<file path="src/rtl/flash_bus_arbiter_pkg.sv">
// Shared definitions for the config-flash bus arbiter: state encoding,
// idle pin levels and the counter width helper. The flash controller and
// loader import the idle levels so their idle-level checks agree with the
// arbiter.
package flash_bus_arbiter_pkg;

    typedef enum logic [1:0] {
        ST_IDLE = 2'd0,
        ST_OWN0 = 2'd1,
        ST_OWN1 = 2'd2,
        ST_GAP  = 2'd3
    } arb_state_t;

    localparam logic       IDLE_NCE  = 1'b1;
    localparam logic       IDLE_SCLK = 1'b0;
    localparam logic [3:0] IDLE_SOUT = 4'h0;
    localparam logic       IDLE_OE   = 1'b0;

    // Width large enough for both the gap and hold counters, never below 1.
    function automatic int cnt_width(input int gap_cycles, input int max_hold);
        int biggest;
        int w;
        biggest = (gap_cycles > max_hold) ? gap_cycles : max_hold;
        w = $clog2(biggest + 1);
        return (w < 1) ? 1 : w;
    endfunction

endpackage

</file>
<file path="src/rtl/flash_bus_arbiter.sv">
// Two-master arbiter for the single SPI/QPI config-flash bus. Round-robin
// grant, enforced nCE-high gap between owners, optional yield request to a
// long-holding owner. The pin mux is combinational from the registered state.
module flash_bus_arbiter
    import flash_bus_arbiter_pkg::*;
#(
    parameter int GAP_CYCLES = 4,
    parameter int MAX_HOLD   = 0
) (
    input  logic       clk,
    input  logic       rst,

    input  logic       m0_req,
    input  logic       m1_req,
    output logic       m0_gnt,
    output logic       m1_gnt,
    output logic       m0_yield,
    output logic       m1_yield,

    input  logic       m0_nce,
    input  logic       m0_sclk,
    input  logic [3:0] m0_sout,
    input  logic       m0_oe,
    input  logic       m0_qpi,
    output logic [3:0] m0_sin,

    input  logic       m1_nce,
    input  logic       m1_sclk,
    input  logic [3:0] m1_sout,
    input  logic       m1_oe,
    input  logic       m1_qpi,
    output logic [3:0] m1_sin,

    input  logic [3:0] flash_sin,
    output logic       flash_nce,
    output logic       flash_sclk,
    output logic [3:0] flash_sout,
    output logic       flash_oe,
    output logic       flash_bus_qpi,
    output logic       flash_selected,
    output logic       err_abort
);

    localparam int                CNT_W     = cnt_width(GAP_CYCLES, MAX_HOLD);
    localparam logic [CNT_W-1:0]  GAP_LAST  = CNT_W'(GAP_CYCLES - 1);
    localparam logic [CNT_W-1:0]  HOLD_SAT  = CNT_W'(MAX_HOLD);
    localparam logic [CNT_W-1:0]  HOLD_TRIG = CNT_W'((MAX_HOLD > 0) ? MAX_HOLD - 1 : 0);
    localparam bit                YIELD_ON  = (MAX_HOLD > 0);

    arb_state_t       state;
    logic             rr_pref;
    logic [CNT_W-1:0] gap_cnt;
    logic [CNT_W-1:0] hold_cnt;
    logic             qpi_latched;
    logic             pick_m0;
    logic             pick_m1;

    assign m0_sin = flash_sin;
    assign m1_sin = flash_sin;

    // Round-robin choice among requesters; rr_pref=1 means m1 goes first.
    always_comb begin
        pick_m0 = m0_req && (!m1_req || !rr_pref);
        pick_m1 = m1_req && (!m0_req ||  rr_pref);
    end

    // Arbitration FSM with registered grants, yield, counters and abort pulse.
    always_ff @(posedge clk) begin
        if (rst) begin
            state       <= ST_IDLE;
            m0_gnt      <= 1'b0;
            m1_gnt      <= 1'b0;
            m0_yield    <= 1'b0;
            m1_yield    <= 1'b0;
            err_abort   <= 1'b0;
            rr_pref     <= 1'b0;
            gap_cnt     <= '0;
            hold_cnt    <= '0;
            qpi_latched <= 1'b0;
        end else begin
            err_abort <= 1'b0;
            case (state)
                ST_IDLE, ST_GAP: begin
                    if (state == ST_GAP && gap_cnt != GAP_LAST) begin
                        gap_cnt <= gap_cnt + 1'b1;
                    end else begin
                        gap_cnt  <= '0;
                        hold_cnt <= '0;
                        if (pick_m0) begin
                            state   <= ST_OWN0;
                            m0_gnt  <= 1'b1;
                            rr_pref <= 1'b1;
                        end else if (pick_m1) begin
                            state   <= ST_OWN1;
                            m1_gnt  <= 1'b1;
                            rr_pref <= 1'b0;
                        end else begin
                            state <= ST_IDLE;
                        end
                    end
                end
                ST_OWN0: begin
                    qpi_latched <= m0_qpi;
                    if (!m0_req) begin
                        state     <= ST_GAP;
                        m0_gnt    <= 1'b0;
                        m0_yield  <= 1'b0;
                        hold_cnt  <= '0;
                        gap_cnt   <= '0;
                        err_abort <= !m0_nce;
                    end else if (YIELD_ON && m1_req) begin
                        if (hold_cnt < HOLD_SAT) begin
                            hold_cnt <= hold_cnt + 1'b1;
                        end
                        if (hold_cnt >= HOLD_TRIG) begin
                            m0_yield <= 1'b1;
                        end
                    end else begin
                        hold_cnt <= '0;
                    end
                end
                ST_OWN1: begin
                    qpi_latched <= m1_qpi;
                    if (!m1_req) begin
                        state     <= ST_GAP;
                        m1_gnt    <= 1'b0;
                        m1_yield  <= 1'b0;
                        hold_cnt  <= '0;
                        gap_cnt   <= '0;
                        err_abort <= !m1_nce;
                    end else if (YIELD_ON && m0_req) begin
                        if (hold_cnt < HOLD_SAT) begin
                            hold_cnt <= hold_cnt + 1'b1;
                        end
                        if (hold_cnt >= HOLD_TRIG) begin
                            m1_yield <= 1'b1;
                        end
                    end else begin
                        hold_cnt <= '0;
                    end
                end
                default: begin
                    state  <= ST_IDLE;
                    m0_gnt <= 1'b0;
                    m1_gnt <= 1'b0;
                end
            endcase
        end
    end

    // Pin mux: the owner drives the bus, otherwise idle levels with the last
    // bus mode held so the flash mode persists between owners.
    always_comb begin
        flash_nce      = IDLE_NCE;
        flash_sclk     = IDLE_SCLK;
        flash_sout     = IDLE_SOUT;
        flash_oe       = IDLE_OE;
        flash_bus_qpi  = qpi_latched;
        flash_selected = 1'b0;
        case (state)
            ST_OWN0: begin
                flash_nce      = m0_nce;
                flash_sclk     = m0_sclk;
                flash_sout     = m0_sout;
                flash_oe       = m0_oe;
                flash_bus_qpi  = m0_qpi;
                flash_selected = 1'b1;
            end
            ST_OWN1: begin
                flash_nce      = m1_nce;
                flash_sclk     = m1_sclk;
                flash_sout     = m1_sout;
                flash_oe       = m1_oe;
                flash_bus_qpi  = m1_qpi;
                flash_selected = 1'b1;
            end
            default: begin
                flash_selected = 1'b0;
            end
        endcase
    end

endmodule

</file>
<file path="config.mk">
export PLATFORM = sky130hd
export DESIGN_NAME = flash_bus_arbiter
export DESIGN_NICKNAME = d
export VERILOG_FILES = /design/src/rtl/flash_bus_arbiter_pkg.sv /design/src/rtl/flash_bus_arbiter.sv
export SDC_FILE = /design/constraint.sdc
export NUM_CORES = 1
export LEC_CHECK = 0
export ABC_AREA = 1
export BUFFER_PORTS_ARGS = -buffer_cell sky130_fd_sc_hd__buf_4
export CORE_MARGIN = 2
export CORE_UTILIZATION = 40
export DETAILED_ROUTE_END_ITERATION = 12
export HOLD_SLACK_MARGIN = 0.12
export PLACE_DENSITY = 0.75
export SETUP_SLACK_MARGIN = 0.05
export SLEW_MARGIN = 15
export SYNTH_ARGS = -nofsm -noshare
export SYNTH_HDL_FRONTEND = slang
export SYNTH_SLANG_ARGS = --single-unit
export TNS_END_PERCENT = 5
</file>
<file path="constraint.sdc">
create_clock -name clk -period 3.22 [get_ports clk]
set_input_delay 0.161 -clock clk [delete_from_list [all_inputs] [get_ports clk]]
set_output_delay 0.161 -clock clk [all_outputs]
set_load 0.01 [all_outputs]
</file>
## Word level (Yosys, flattened, before mapping)

Index checks and enable logic that the tools add are counted.

| word-level totals | value |
|---|---|
| register bits | 10 |
| input port bits | 24 |
| word-level logic and storage cells | 70 |

| cells by class | value |
|---|---|
| $add $sub $neg | 1 |
| equality and inequality tests | 10 |
| multiplexer cells | 30 |
| bitwise logic cells | 1 |
| reductions and logical operators | 21 |

Operators by type and width:

| cell | count |
|---|---|
| case mux 1 bit (2 select lines) | 7 |
| two-way mux 1 bit | 12 |
| inequality test 2 bit (second input constant) | 6 |
| two-way mux 2 bit | 5 |
| two-way mux 3 bit | 3 |
| case mux 3 bit (3 select lines) | 1 |
| case mux 4 bit (2 select lines) | 1 |
| case mux 2 bit (3 select lines) | 1 |
| AND reduction 3 bit | 2 |
| nonzero test 2 bit | 3 |
| logical NOT 1 bit | 5 |
| AND reduction 5 bit | 1 |
| equality test 2 bit (second input constant) | 2 |
| AND reduction 4 bit | 1 |
| OR reduction 2 bit | 2 |
| adder 3 x 1 -> 3 bit (second input constant) | 1 |
| logical AND 1 bit | 3 |
| inequality test 3 x 2 -> 1 bit (second input constant) | 1 |
| equality test 2 x 1 -> 1 bit (second input constant) | 1 |
| logical NOT 2 bit | 1 |
| logical OR 1 bit | 2 |
| AND reduction 2 bit | 1 |
| inverter 1 bit | 1 |

## Logic depth before layout (Yosys ltp)

Gate-level depths: netlist (run 1).

| logic depth | value |
|---|---|
| word-level depth | 7 |
| mapped depth | 8 |

## Least setup slack after synthesis (run 1)

Ideal clock, no wire load.

| path | value |
|---|---|
| path kind | reg2out |
| start point | register state[0] |
| end point | output flash_bus_qpi |
| arrival time | 1.145 ns |
| data required time | 3.059 ns |
| slack | 1.914 ns |
| stages on the path, launching flop included | 6 |
| path buffers | 0 |
| cells stage by stage | dfxtp_1 > inv_1 > ha_1 > inv_2 > nand3_1 > nand3_1 |

| between the ends | value |
|---|---|
| cells in the longest elaborated chain, start to end | 2 |
| elaborated cells between the ends (all ways) | 3 |
| those cells by class | eq/ne: 2; mux: 1 |

Ends and longest elaborated chain:

| what | RTL line | text |
|---|---|---|
| start, declared | flash_bus_arbiter.sv:50 | `arb_state_t state;` |
| start signal, assigned | flash_bus_arbiter.sv:70 | `state <= ST_IDLE;` |
| start signal, assigned | flash_bus_arbiter.sv:90 | `state <= ST_OWN0;` |
| start signal, assigned | flash_bus_arbiter.sv:94 | `state <= ST_OWN1;` |
| equality test 2 bit / equality test 2 x 1 -> 1 bit (equally long branches) | flash_bus_arbiter.sv:160 | `case (state)` |
| case mux 1 bit (2 select lines) * | flash_bus_arbiter.sv:160 |  |
| end, declared | flash_bus_arbiter.sv:39 | `output logic flash_bus_qpi,` |

Mark *: on every way between the ends. The rest lies on a longest branch, timed or not.

## Worst setup path in the final report (run 1)

Same ends and word-level chain as after synthesis.

==> results of run 1 <==
==> layout make-up <==
cell class,instances,area [um2],share of cell area [%]
multi-input cells,85,432,43.6
repair buffers,32,243,24.5
flip-flops and latches,10,200,20.2
inverters,12,47.5,4.80
clock buffers,4,36.3,3.67
well taps,25,31.3,3.16
==> worst min path at each step <==
| stage | slack, ps | end | start |
|---|---|---|---|
| floorplan | 220 | state[0] | rst |
| global placement | 320 | m1_sin[0] | flash_sin[0] |
| CTS | 170 | err_abort | m1_nce |
| finish | 170 | err_abort | m1_nce |
| detailed placement | 320 | m1_sin[0] | flash_sin[0] |
| global route | 190 | err_abort | m1_nce |
==> synth_stat cells <==
cell                       instances
sky130_fd_sc_hd__a211oi_1          1
sky130_fd_sc_hd__a21oi_1          12
sky130_fd_sc_hd__a21oi_2           1
sky130_fd_sc_hd__a31oi_1           1
sky130_fd_sc_hd__buf_2             1
sky130_fd_sc_hd__buf_4            11
sky130_fd_sc_hd__buf_6             1
sky130_fd_sc_hd__conb_1            1
sky130_fd_sc_hd__dfxtp_1          10
sky130_fd_sc_hd__ha_1              5
sky130_fd_sc_hd__inv_1            10
sky130_fd_sc_hd__inv_2             1
sky130_fd_sc_hd__inv_4             1
sky130_fd_sc_hd__nand2_1          38
sky130_fd_sc_hd__nand2_2           3
sky130_fd_sc_hd__nand2_4           1
sky130_fd_sc_hd__nand3_1           7
sky130_fd_sc_hd__nand3b_1          2
sky130_fd_sc_hd__nor2_1            8
sky130_fd_sc_hd__nor2_4            1
sky130_fd_sc_hd__o21ai_0           2
sky130_fd_sc_hd__o21ai_1           1
==> stage by stage <==
step	setup slack (ps)	area, um2	instances	hold slack, ps
floorplan	1910	778	120	223
global placement	1610	943	163	322
detailed placement	1560	943	163	322
CTS	1270	990	168	167
global route	1110	990	168	185
finish	1270	990	168	168
==> flip-flops by register name (all words and copies together) (netlist names) <==
register	count
rr_pref	1
state	2
gap_cnt	3
qpi_latched	1
err_abort	1
m1_gnt	1
m0_gnt	1
==> per-layer routing <==
layer	share of wire, %	up-vias	track usage (%)	routed length, um
li1	-	410	-	-
met1	42	343	17.9	746
met2	48	33	29.9	848
met3	9.8	2	4.53	175
met4	0.39	0	3.78	7
met5	0	-	0	0
==> logic make-up (layout without fill, tap and decap cells) <==
logic type	count (synthesis)	after routing	synth area share [%]
AO/OA/AOI/OAI	18	18	12.6
adder cells (fa/ha/maj)	5	5	8.08
buffers and inverters	25	48	18.9
flip-flops	10	10	25.8
other	1	2	0.484
AND/OR/NAND/NOR	60	60	34.1
==> worst max-delay path, delay by kind of cell, from the launching register on <==
family	cells	cell delay, ps
fa+ha+maj	1	580
buf+inv	3	370
flops	1	380
simple gates	2	200
==> what timing repair did <==
item                                   in CTS  in global routing
hold buffers                                1                  0
endpoints found under the hold margin       3                  0
setup endpoints to repair                   0                  0
resized for setup                           0                  0
==> power by group <==
part / internal [mW] / switching (mW) / total, mW
sequential: 0.159 / 0.0232 / 0.183
combinational: 0.213 / 0.316 / 0.529
clock: 0.0685 / 0.0442 / 0.113
==> placed cells by master, fill, tap and decap left out, types with 2 or more instances in the layout <==
cell / synthesis / routed
sky130_fd_sc_hd__nand2_1: 38 / 38
sky130_fd_sc_hd__buf_4: 11 / 31
sky130_fd_sc_hd__a21oi_1: 12 / 12
sky130_fd_sc_hd__inv_1: 10 / 10
sky130_fd_sc_hd__dfxtp_1: 10 / 10
sky130_fd_sc_hd__nor2_1: 8 / 8
sky130_fd_sc_hd__nand3_1: 7 / 7
sky130_fd_sc_hd__ha_1: 5 / 5
sky130_fd_sc_hd__nand2_2: 3 / 3
sky130_fd_sc_hd__clkbuf_4: 0 / 3
sky130_fd_sc_hd__o21ai_0: 2 / 2
sky130_fd_sc_hd__nand3b_1: 2 / 2
sky130_fd_sc_hd__conb_1: 1 / 2
==> impl_summary.txt, run 1 <==
----------------------------------------------------
[Critical path]
  Kind of critical path ... flop to output pin
  Crit end category ... output pin
  Cell depth of the worst flop-to-flop path ... 7
  Capturing instance or port of the critical path ... flash_bus_qpi
  First element of the critical path ... state[0]
  Type of element launching the critical path ... flop
  Critical Path AT ... 1790 ps
  Most common cell type on the critical path ... sky130_fd_sc_hd__nand3_1
  FF-to-FF setup slack ... 1630 ps
  Crit path cell chain ... inv_1, ha_1, inv_2, nand3_1, nand3_1, buf_4
  Maximum fanout count along the critical path ... 15
  RR Endpoint ... m1_gnt
  Worst endpoint required time ... 3060 ps
  Source of the worst register-to-register timing path ... state[0]
  Max stage delay on crit path ... 580 ps
  Worst path slowest cell ... sky130_fd_sc_hd__ha_1

[Timing]
  Unrepaired setup endpoints after global routing ... false
  Setup TNS Final ... 0 ps
  Max-slew violation count ... 0
  Final worst path period share ... 60.5%
  Final Hold Vio Count ... 0
  Final count of negative-setup-slack endpoints ... 0
  Crit path time final ... 1950 ps
  Upper clock frequency limit ... 0.513 GHz
  Setup Skew ... 6.15 ps

[Clock tree]
  Maximum clock path buffer count ... 2
  Clk Latency, worst-skew pair ... 260 ps
  Sinks on Clock Net ... 10
  CTS Buf Count ... 3
  Cell chosen for the clock root ... sky130_fd_sc_hd__clkbuf_4
  Clock slew at reported path FFs ... 70 ps
  TritonCTS clock tree ... yes
  Post-CTS setup buffer count ... 0
  H-tree depth ... 1

[Final layout]
  Layout cells sized above 1 ... 30.1%
  Final Util ... 55.5%
  Layout Area Growth over Synthesis ... 27.8%
  Number of antenna diodes ... 0
  Final nets ... 173
  Layout filler cell count ... 174

[Detailed routing]
  Vias post-DR ... 788
  Wire length reported by the detailed router ... 1.78 mm
  DRT Pass-1 Iters ... 4
  DRC viols ... 0
  Final ANT Viol Nets ... 0
  Via density per instance ... 4.69
  Wire length per cell after detailed routing ... 10.6 um
  Drt first-iter violations ... 7

[Synthesis]
  Netlist Area Pre-Place ... 774 um2
  Number of warnings reported in the yosys synthesis log ... 0
  Fraction of post-synthesis cell area in the top cell type by area ... 25.8%
  Mean post-synth cell area ... 6.51 um2
  Synth area leaders ... sky130_fd_sc_hd__dfxtp_1, sky130_fd_sc_hd__nand2_1, sky130_fd_sc_hd__buf_4
  Gate count of the mapped netlist ... 119
  Count of state elements after synthesis ... 10
  Number of distinct library cell variants in the gate-level netlist after synthesis ... 22
  Sequential element share of the synthesized area ... 25.8%
  Library cell occupying the most area in the post-synthesis netlist ... sky130_fd_sc_hd__dfxtp_1

[Status]
  Result of the run ... finished, final reports clean

[Job]
  Max cap viols ... 0

[Pwr]
  Tot Pwr ... 0.825 mW
  Max IR drop VDD ... 0.380 mV
  LEAKAGE ... 0.488 nW
  Pwr/cell area ... 833 nW/um2

[GRT]
  Initial antenna violation count ... 0
  Grt ovf ... 0
  Number of global-route vias before repair ... 672
  Tot GR Track Use ... 16.1%
  First-pass GRT wire length ... 2.64 mm
  Pin count of the biggest net entering global routing ... 16

[Die]
  Overall die width ... 48 um
  Ports ... 46
  Starting density of the core ... 43.4%
  Floorplan die area ... 2300 um2
  Floorplan row count ... 15
  Die span in y ... 48 um
  Area inside the core boundary ... 1780 um2

[Placement]
  Gp weighted congestion ... 0.759
  Number of buffers inserted by port buffering ... 31
  Post-detail-place hpwl ... 1.44 mm

[Worst hold path]
  Worst Hold Class ... input port to flop
  Hold-critical path depth ... 4

----------------------------------------------------
(Power assumes the default switching activity.)
==> inputs of run 2 (changes only) <==
ABC_AREA = 0   (was 1)
CORE_UTILIZATION = 36   (was 40)
PLACE_DENSITY = 0.74   (was 0.75)
clock period = 1.7 ns   (was 3.22 ns; I/O delays follow)
==> run 2 against run 1 <==
Against the previous run: clock power increased by 89%; cell count decreased by 16%; register-to-register slack got worse by 1400 ps; critical endpoint is now flash_nce; critical path type unchanged.
==> impl_summary.txt, run 2 <==
----------------------------------------------------
[GRT]
  Tot GR Track Use ... 15.7% (-0.38 points)
  Pin count of the biggest net entering global routing ... 15 (-1)
  Initial antenna violation count ... 0 (unchanged)
  Grt ovf ... 0 (unchanged)
  Number of global-route vias before repair ... 613 (-8.8%)
  First-pass GRT wire length ... 2.47 mm (-6.5%)

[Final layout]
  Layout cells sized above 1 ... 37.9% (+7.9 points)
  Final Util ... 55.2% (-0.31 points)
  Final nets ... 146 (-16%)
  Largest registers ... gap_cnt: 3 flops, state: 2 flops
  Most common library cell in the layout ignoring fill and taps ... sky130_fd_sc_hd__buf_4
  Number of flip-flops in the largest register ... 3 (unchanged)
  Register ranked first by flip-flop count ... gap_cnt
  Leading cell types in the layout, fill and taps excluded ... sky130_fd_sc_hd__buf_4, sky130_fd_sc_hd__nor2_1, sky130_fd_sc_hd__a22oi_1
  Layout Area Growth over Synthesis ... 43.7%
  Non-filler cells, final ... 141 (-16%)
  Area taken by multi-input logic gates ... 368 um2 (-15%)
  Layout filler cell count ... 174 (unchanged)
  Storage element area ... 205 um2 (+2.5%)
  Number of antenna diodes ... 0 (unchanged)

[Clock tree]
  CTS Buf Count ... 3 (unchanged)
  Maximum clock path buffer count ... 2 (unchanged)
  Post-CTS setup buffer count ... 0 (unchanged)
  H-tree depth ... 1 (unchanged)
  Clock slew at reported path FFs ... 70 ps (about the same)
  Cell chosen for the clock root ... sky130_fd_sc_hd__clkbuf_4
  Sinks on Clock Net ... 10 (unchanged)
  Clk Latency, worst-skew pair ... 270 ps (about the same)
  TritonCTS clock tree ... yes

[Placement]
  Post-detail-place hpwl ... 1.18 mm (-18%)
  Placed cell count ... 134 (-18%)
  Gp weighted congestion ... 0.781 (+3.0%)
  Number of buffers inserted by port buffering ... 31 (unchanged)

[Timing]
  Max-slew violation count ... 0 (unchanged)
  Upper clock frequency limit ... 0.640 GHz
  Final worst path period share ... 92.0%
  Setup TNS Final ... 0 ps (unchanged)
  Setup Skew ... 7.32 ps (+1.17 ps)
  Final Hold Vio Count ... 0 (unchanged)
  Final count of negative-setup-slack endpoints ... 0 (unchanged)
  Unrepaired setup endpoints after global routing ... false
  Crit path time final ... 1560 ps

[Synthesis]
  Top-count cell post-synth ... sky130_fd_sc_hd__nor2_1
  Fraction of registers with async set/reset ... 0% (unchanged)
  Number of warnings reported in the yosys synthesis log ... 0 (unchanged)
  Fraction of post-synthesis cell area in the top cell type by area ... 29.9% (+4.0 points)
  Synth area leaders ... sky130_fd_sc_hd__dfxtp_1, sky130_fd_sc_hd__buf_4, sky130_fd_sc_hd__a22oi_1
  Gate count of the mapped netlist ... 87 (-27%)
  Most common library cells after synthesis ... sky130_fd_sc_hd__nor2_1, sky130_fd_sc_hd__buf_4, sky130_fd_sc_hd__dfxtp_1
  Mean post-synth cell area ... 7.71 um2 (+18%)
  Netlist Area Pre-Place ... 671 um2 (-13%)
  Main synth FF type ... sky130_fd_sc_hd__dfxtp_1
  Number of distinct library cell variants in the gate-level netlist after synthesis ... 25 (+14%)
  Library cell occupying the most area in the post-synthesis netlist ... sky130_fd_sc_hd__dfxtp_1
  Sequential element share of the synthesized area ... 29.9% (+4.0 points)
  Count of state elements after synthesis ... 10 (unchanged)
  Number of enable flip-flop cells after synthesis ... 0 (unchanged)

[Pwr]
  Share of power burned in combinational logic ... 63.1% (-1.1 points)
  Relative contribution of sequential cells to total power ... 23.0% (+0.9 points)
  Internal Power ... 0.920 mW (+110%)
  LEAKAGE ... 0.454 nW (-7.1%)
  Max IR drop VDD ... 0.827 mV (+120%)
  Pwr/cell area ... 1600 nW/um2 (+92%)
  Clock share of power ... 13.9% (+0.2 points)
  Net switching power figure ... 0.624 mW (+63%)
  Switching share of power ... 40.4% (-6.1 points)

[Die]
  Overall die width ... 47.2 um (-1.8%)
  Ports ... 46 (unchanged)
  Floorplan die area ... 2220 um2 (-3.5%)
  Die span in y ... 47.2 um (-1.8%)
  Floorplan row count ... 15 (unchanged)
  Area inside the core boundary ... 1750 um2 (-2.1%)
  Starting density of the core ... 38.4% (-5.0 points)

[Critical path]
  Type of element launching the critical path ... flop
  Kind of critical path ... flop to output pin
  Worst endpoint required time ... 1620 ps (-1440 ps)
  Most common cell type on the critical path ... sky130_fd_sc_hd__buf_4
  Worst path slowest cell ... sky130_fd_sc_hd__dfxtp_4
  Critical Path AT ... 1480 ps (-310 ps)
  Crit end category ... output pin
  Max stage delay on crit path ... 370 ps (-210 ps)
  Crit path cell chain ... inv_1, ha_1, buf_4, a221o_1, buf_4
  Maximum fanout count along the critical path ... 10 (-5)

[Detailed routing]
  Wire length per cell after detailed routing ... 10.9 um (+3.0%)
  Drt first-iter violations ... 8 (+1)
  Vias post-DR ... 664 (-16%)
  Wire length reported by the detailed router ... 1.54 mm (-14%)
  DRC viols ... 0 (unchanged)
  Via density per instance ... 4.71 (+0.40%)
  DRT Pass-1 Iters ... 2 (-2)
  Final ANT Viol Nets ... 0 (unchanged)

[Worst hold path]
  Worst Hold Class ... input port to flop

[Status]
  Result of the run ... finished, final reports clean

[Job]
  Max cap viols ... 0 (unchanged)

----------------------------------------------------
## run 2: power by group through the flow
stage	clock [mW]	sequential [mW]	combinational [mW]
6_report	0.214	0.355	0.975
5_1_grt	0.232	0.365	1.08
4_1_cts	0.223	0.352	0.981
3_5_place_dp	0	0.346	0.919
3_3_place_gp	0	0.344	0.905
2_1_floorplan	0	0.348	0.562
## run 2: path summary, 6_finish.rpt
kind	start	endpoint	slack [ps]	cells after the start
worst max-delay path	state[1]	flash_nce	140	5
worst min-delay path	m0_req	rr_pref	160	3
worst max register to register	state[1]	state[1]	210	6
worst min register to register	m1_gnt	m1_gnt	470	2
## run 2: layout make-up
class	instances	area share (%)
Clock buffer	4	3.77
Inverter	7	2.73
Multi-Input combinational cell	57	38.2
Sequential cell	10	21.3
Tap cell	25	3.25
Timing Repair Buffer	38	30.8
## run 2: what timing repair did
item | 4_1_cts | 5_1_grt
hold buffers | 3 | 0
endpoints found under the hold margin | 10 | 0
gates resized for setup | 4 | 2
setup endpoints to repair | 2 | 2
cloned | 0 | 0
## run 2: logic make-up after synthesis
family,Yosys count,synth area share (%)
compound gates,24,24.6
fa+ha+maj,5,9.33
buf+inv,21,17.7
flops,10,29.9
other cells,1,0.559
simple gates,26,17.9
## run 2: worst max-delay path, delay by kind of cell, from the launching register on
kind / cells / cell delay (ps)
AO/OA/AOI/OAI: 1 / 310
flip-flops: 1 / 370
adder cells (fa/ha/maj): 1 / 180
buffers and inverters: 3 / 350
## run 2: per-layer routing
| layer | up-vias | track usage [%] | part of all wire [%] |
|---|---|---|---|
| met5 | - | 0 | 0 |
| met4 | 0 | 1.67 | 0 |
| li1 | 348 | - | - |
| met2 | 15 | 30.1 | 52 |
| met1 | 301 | 16.5 | 43 |
| met3 | 0 | 6.15 | 5.1 |
## run 2: per-stage QoR
step | area, um2 | power (mW) | hold slack [ps] | setup WS, ps
3_3_place_gp | 876 | 1.25 | 170 | 227
4_1_cts | 961 | 1.56 | 148 | 103
6_report | 963 | 1.54 | 159 | 136
3_5_place_dp | 876 | 1.26 | 170 | 195
5_1_grt | 963 | 1.67 | 153 | 45.6
2_1_floorplan | 674 | 0.910 | 262 | 224
